[src/rtl/eth_frame_rx.sv]
// Store-and-forward frame receiver: parses the header, filters on destination, checks the LRC and releases payload only for committed frames.
// Optional build macro ETH_RX_BCAST_EN: treat destination FF:FF:FF:FF:FF:FF as a station match.
module eth_frame_rx #(
  parameter logic [47:0] DEST_MAC_ADDR = 48'h00_0a_95_9d_68_16,
  parameter int          MAX_PAYLOAD   = 64,
  parameter int          FIFO_DEPTH    = 128
) (
  input  logic        clk,
  input  logic        rst,
  input  logic [7:0]  in_data,
  input  logic        in_valid,
  input  logic        start,
  output logic        ready,
  output logic [7:0]  out_data,
  output logic        out_last,
  output logic        out_valid,
  input  logic        out_ready,
  output logic        frame_ok,
  output logic        frame_err,
  output logic [2:0]  err_code,
  output logic [15:0] good_cnt,
  output logic [15:0] drop_cnt
);
  localparam int          AW         = $clog2(FIFO_DEPTH);
  localparam int          PW         = AW + 1;
  localparam logic [15:0] MAX_LEN    = 16'(MAX_PAYLOAD);
  localparam logic [16:0] FIFO_SPACE = 17'(FIFO_DEPTH);

  typedef enum logic [3:0] {
    S_IDLE, S_PREAMBLE, S_SFD, S_MACDST, S_MACSRC, S_LEN, S_PAYLOAD, S_CHK, S_DONE, S_ERR
  } state_t;

  state_t        state_reg, state_next;
  logic [2:0]    err_code_reg, err_code_next;
  logic [15:0]   cnt_reg, len_reg;
  logic [7:0]    lrc_reg;
  logic          dst_miss_reg;
  logic [PW-1:0] wr_ptr_reg, commit_ptr_reg, rd_ptr_reg;
  logic [8:0]    mem [FIFO_DEPTH];
  logic [7:0]    dest_byte [6];
  logic          filtered, pay_wr, rd_fire;
  logic [15:0]   len_full;
  logic [PW-1:0] used;
  logic [16:0]   free_space;
  logic [7:0]    chk_required;

  generate
    for (genvar gi = 0; gi < 6; gi++) begin : g_dest
      assign dest_byte[gi] = DEST_MAC_ADDR[8*gi +: 8];
    end
  endgenerate

`ifdef ETH_RX_BCAST_EN
  logic bcast_miss_reg;
  assign filtered = dst_miss_reg & bcast_miss_reg;
`else
  assign filtered = dst_miss_reg;
`endif

  assign len_full     = {len_reg[15:8], in_data};
  assign used         = commit_ptr_reg - rd_ptr_reg;
  assign free_space   = FIFO_SPACE - 17'(used);
  assign chk_required = (lrc_reg ^ 8'hFF) + 8'd1;
  assign pay_wr       = (state_reg == S_PAYLOAD) && in_valid && !filtered;
  assign rd_fire      = out_valid && out_ready;

  always_ff @(posedge clk) begin
    if (rst) begin
      state_reg    <= S_IDLE;
      err_code_reg <= 3'd0;
    end else begin
      state_reg    <= state_next;
      err_code_reg <= err_code_next;
    end
  end

  always_comb begin
    state_next    = state_reg;
    err_code_next = err_code_reg;
    case (state_reg)
      S_IDLE:     if (start) state_next = S_PREAMBLE;
      S_PREAMBLE: if (in_valid) begin
                    if (in_data != 8'hAA) begin
                      state_next = S_ERR; err_code_next = 3'd1;
                    end else if (cnt_reg == 16'd6) state_next = S_SFD;
                  end
      S_SFD:      if (in_valid) begin
                    if (in_data == 8'hAB) state_next = S_MACDST;
                    else begin state_next = S_ERR; err_code_next = 3'd2; end
                  end
      S_MACDST:   if (in_valid && cnt_reg == 16'd5) state_next = S_MACSRC;
      S_MACSRC:   if (in_valid && cnt_reg == 16'd5) state_next = S_LEN;
      S_LEN:      if (in_valid && cnt_reg == 16'd1) begin
                    if (len_full == 16'd0 || len_full > MAX_LEN) begin
                      state_next = S_ERR; err_code_next = 3'd3;
                    end else if (!filtered && free_space < {1'b0, len_full}) begin
                      state_next = S_ERR; err_code_next = 3'd4;
                    end else state_next = S_PAYLOAD;
                  end
      S_PAYLOAD:  if (in_valid && cnt_reg == len_reg - 16'd1) state_next = S_CHK;
      S_CHK:      if (in_valid) begin
                    if (filtered || in_data == chk_required) state_next = S_DONE;
                    else begin state_next = S_ERR; err_code_next = 3'd5; end
                  end
      S_DONE:     state_next = S_IDLE;
      S_ERR:      state_next = S_IDLE;
      default:    state_next = S_IDLE;
    endcase
  end

  always_comb begin
    ready     = 1'b0;
    frame_ok  = 1'b0;
    frame_err = 1'b0;
    err_code  = 3'd0;
    out_valid = (rd_ptr_reg != commit_ptr_reg);
    out_data  = 8'h00;
    out_last  = 1'b0;
    case (state_reg)
      S_IDLE:  ready = 1'b1;
      S_DONE:  frame_ok = !filtered;
      S_ERR:   begin frame_err = 1'b1; err_code = err_code_reg; end
      default: ;
    endcase
    // Gate the read so nothing beyond the committed region ever reaches the port.
    if (out_valid) {out_last, out_data} = mem[rd_ptr_reg[AW-1:0]];
  end

  always_ff @(posedge clk) begin
    if (rst) begin
      cnt_reg        <= '0;
      len_reg        <= '0;
      lrc_reg        <= '0;
      dst_miss_reg   <= 1'b0;
`ifdef ETH_RX_BCAST_EN
      bcast_miss_reg <= 1'b0;
`endif
      wr_ptr_reg     <= '0;
      commit_ptr_reg <= '0;
      rd_ptr_reg     <= '0;
      good_cnt       <= '0;
      drop_cnt       <= '0;
    end else begin
      if (state_next != state_reg) cnt_reg <= '0;
      else if (in_valid)           cnt_reg <= cnt_reg + 16'd1;
      case (state_reg)
        S_IDLE: begin
          lrc_reg        <= '0;
          dst_miss_reg   <= 1'b0;
`ifdef ETH_RX_BCAST_EN
          bcast_miss_reg <= 1'b0;
`endif
        end
        S_MACDST: if (in_valid) begin
          lrc_reg <= lrc_reg + in_data;
          if (in_data != dest_byte[cnt_reg[2:0]]) dst_miss_reg <= 1'b1;
`ifdef ETH_RX_BCAST_EN
          if (in_data != 8'hFF) bcast_miss_reg <= 1'b1;
`endif
        end
        S_MACSRC: if (in_valid) lrc_reg <= lrc_reg + in_data;
        S_LEN: if (in_valid) begin
          lrc_reg <= lrc_reg + in_data;
          if (cnt_reg == 16'd0) len_reg[15:8] <= in_data;
          else                  len_reg[7:0]  <= in_data;
        end
        S_PAYLOAD: if (in_valid) begin
          lrc_reg <= lrc_reg + in_data;
          if (!filtered) wr_ptr_reg <= wr_ptr_reg + 1'b1;
        end
        S_DONE: begin
          if (!filtered) begin
            commit_ptr_reg <= wr_ptr_reg;
            if (good_cnt != 16'hFFFF) good_cnt <= good_cnt + 16'd1;
          end else if (drop_cnt != 16'hFFFF) drop_cnt <= drop_cnt + 16'd1;
        end
        S_ERR: begin
          wr_ptr_reg <= commit_ptr_reg;
          if (drop_cnt != 16'hFFFF) drop_cnt <= drop_cnt + 16'd1;
        end
        default: ;
      endcase
      if (rd_fire) rd_ptr_reg <= rd_ptr_reg + 1'b1;
    end
  end

  always_ff @(posedge clk) begin
    if (pay_wr) mem[wr_ptr_reg[AW-1:0]] <= {cnt_reg == len_reg - 16'd1, in_data};
  end
endmodule

[config.mk]
export PLATFORM = sky130hd
export DESIGN_NAME = eth_frame_rx
export DESIGN_NICKNAME = d
export VERILOG_FILES = /design/src/rtl/eth_frame_rx.sv
export SDC_FILE = /design/constraint.sdc
export NUM_CORES = 1
export LEC_CHECK = 0
export ABC_AREA = 1
export CAP_MARGIN = 15
export CELL_PAD_IN_SITES_DETAIL_PLACEMENT = 0
export CELL_PAD_IN_SITES_GLOBAL_PLACEMENT = 1
export CORE_ASPECT_RATIO = 1.5
export CORE_MARGIN = 2
export CORE_UTILIZATION = 52
export CTS_CLUSTER_SIZE = 40
export DETAILED_ROUTE_END_ITERATION = 16
export PLACE_DENSITY_LB_ADDON = 0.1
export SETUP_SLACK_MARGIN = 0.02
export SYNTH_ARGS = -nofsm -noshare
export SYNTH_HDL_FRONTEND = slang
export SYNTH_SLANG_ARGS = --single-unit
[constraint.sdc]
create_clock -name clk -period 8.2 [get_ports clk]
set_input_delay 2.46 -clock clk [delete_from_list [all_inputs] [get_ports clk]]
set_output_delay 2.46 -clock clk [all_outputs]
set_load 0.01 [all_outputs]
==> results.sh <==
export IMPL_largest_register_ff_count=1152
export IMPL_synth_edf_count=1152
export IMPL_row_count=143
export IMPL_grt_pass1_vias=34300
export IMPL_tightest_slew_ns=1.21
export IMPL_drive_above_1_share_pct=7.31
export IMPL_synthArstFlopShare_pct=0
export IMPL_cts_buffers=116
export IMPL_synth_warnings=0
export IMPL_final_antenna_net_count=0
export IMPL_grt_overflow_total=0
export IMPL_p_leak_nw=19.4
export IMPL_synth_yosys_seq_area_share_pct=69.9
export IMPL_fmax_mhz=136
export IMPL_cp_start_kind="flip-flop"
export IMPL_yosysTopAreaCell="edfxtp_1"
export IMPL_cts_sinks=1263
export IMPL_synth_avg_cell_area_um2=11.6
export IMPL_cts_path_max_buffers=3
export IMPL_clock_latency_ns=0.72
export IMPL_die_x_um=264
export IMPL_grt_pass1_wl_mm=219
export IMPL_synth_cells=4527
export IMPL_drt_initial_drc_count=3057
export IMPL_cts_root_buf="clkbuf_16"
export IMPL_placed_cells=5683
export IMPL_worstPathRequired_ns=5.74
export IMPL_cts_repair_resized=0
export IMPL_synth_commonest_cells="edfxtp_1 (1152), nor2_1 (955), o21ai_0 (763)"
export IMPL_total_power_mw=15.1
export IMPL_core_area_um2=101000
export IMPL_cts_tree="built"
export IMPL_slew_headroom_pct=19.3
export IMPL_busiest_layer="met2"
export IMPL_area_growth_pct=10.8
export IMPL_nets=4549
export IMPL_status="complete, no violations"
export IMPL_worst_path_max_fanout=87
export IMPL_syn_nets=4580
export IMPL_period_share_pct=89.9
export IMPL_grt_max_degree=172
export IMPL_timing_max_cap_violations=0
export IMPL_synthTopCellsByArea="edfxtp_1 (66%), o21ai_0 (7.2%), nor2_1 (6.8%)"
export IMPL_synth_most_common_cell="edfxtp_1"
export IMPL_rsz0062_at_grt="no"
export IMPL_wl_mm=148
export IMPL_ctsHoldBuffers=0
export IMPL_grt_use_total_pct=28.3
export IMPL_dr_pass1_iters=5
export IMPL_cts_setup_buffers=0
export IMPL_globalplace_congestion=0.864
export IMPL_ir_worst_vdd_uv=165
export IMPL_vias=35400
export IMPL_synth_distinct_cells=62
export IMPL_setup_viol=0
export IMPL_hp_class="reg2reg"
export IMPL_synth_area_um2=52700
export IMPL_worstPathArrival_ns=4.91
export IMPL_drc_errors=0
export IMPL_vias_per_cell=6.01
export IMPL_use_met3_pct=3.34
export IMPL_slew_viol_final=0
export IMPL_hold_viol_final=0
export IMPL_clkTransAtPathRegs_ns=0.07
export IMPL_yosysTopAreaCellShare_pct=65.7
export IMPL_fin_cells=5901
export IMPL_synth_flop_cell="edfxtp_1"
export IMPL_ys_ff_latch=1263
export IMPL_endpoint_kind="output pin"
export IMPL_wl_per_cell_um=25.0
export IMPL_htreeDepth=3
export IMPL_antenna_cells=0
export IMPL_power_per_cell_area_nw_per_um2=259
export IMPL_antenna_found_initial=1
export IMPL_die_h_um=394
export IMPL_fin_skew_ns=0.0279
export IMPL_fin_setup_tns_ns=0
export IMPL_ios=61
export IMPL_period_needed_ns=7.37
export IMPL_use_met1_pct=34.9
export IMPL_crit_type="reg2out"
export IMPL_io_buffer_count=60
export IMPL_dp_hpwl_mm=88.2
export IMPL_initial_core_util_pct=52.2
export IMPL_gr_usage_met2_pct=49.6
export IMPL_dieArea_um2=104000
-- worst max-delay path, cell delays in order (launching register included) --
cell	delay, ns
dfxtp_4	0.77
buf_4	0.54
buf_4	0.72
o21ai_0	0.20
o22ai_1	0.33
nor2_1	0.08
o221ai_1	0.21
o311ai_0	0.20
a21oi_1	0.37
clkdlybuf4s50_1	0.65
-- routing by layer --
layer | part of all wire [%] | vias up
met5 | 0.017 | -
met4 | 4.8 | 4
met3 | 5.5 | 295
met2 | 51 | 1143
met1 | 39 | 17600
li1 | - | 16400
-- cells in the final DEF (no fill, tap or decap), drive strengths merged, types with 9 or more instances in the layout --
cell           instances
edfxtp              1152
nor2                 978
o21ai                773
o22ai                289
nand2                251
inv                  191
clkbuf               146
dfxtp                111
a21oi                102
nand3                 97
buf                   73
clkinv                58
o221ai                57
clkdlybuf4s50         52
ha                    38
nor3                  37
xor2                  36
o211ai                26
nand4                 24
or2                   14
a31oi                 13
bufinv                11
xnor2                  9
-- report_power, final --
| part | switching [mW] | total [mW] | internal, mW |
|---|---|---|---|
| registers | 0.0572 | 7.07 | 7.02 |
| logic | 1.80 | 2.57 | 0.767 |
| clock network | 2.41 | 5.49 | 3.08 |
-- cell type report --
type	count	area, um^2
fill	8383	42500
multi-input combinational	2797	14000
inverter	193	752
tap	1305	1630
clock buffer	146	3160
clock inverter	72	694
sequential	1263	36800
timing repair buffer	125	1270
-- metrics by stage --
step / instance area (um^2) / hold WS (ns) / worst slack, ns / util [%]
floorplan: 52700 / 0.439 / 3.56 / -
global placement: 54500 / 0.453 / 1.58 / 54.0
detailed placement: 54500 / 0.458 / 1.58 / 54.0
CTS: 58400 / 0.467 / 0.808 / 57.8
global route: 58400 / 0.493 / 0.609 / 57.8
finish: 58400 / 0.463 / 0.827 / 57.8
-- final timing paths --
path                                         from              end  slack, ns  cells past startpoint
worst max register to register  commit_ptr_reg[0]      cnt_reg[15]       4.05                     33
worst max-delay path                    flip-flop      out_data[2]       0.83                      9
worst min register to register    err_code_reg[2]  err_code_reg[2]       0.46                      2
worst min-delay path              err_code_reg[2]  err_code_reg[2]       0.46                      2
-- cells by family after synthesis --
kind of cell	Yosys count	synth area share (%)
and+or+nand+nor	1426	11.3
xor gates and xnor gates	45	0.748
DFF	1263	69.9
adders and majority gates	40	0.979
buffers and inverters	467	3.46
AOI/OAI and AO/OA	1286	13.7
No activity file was read; power rests on OpenSTA's default activity.
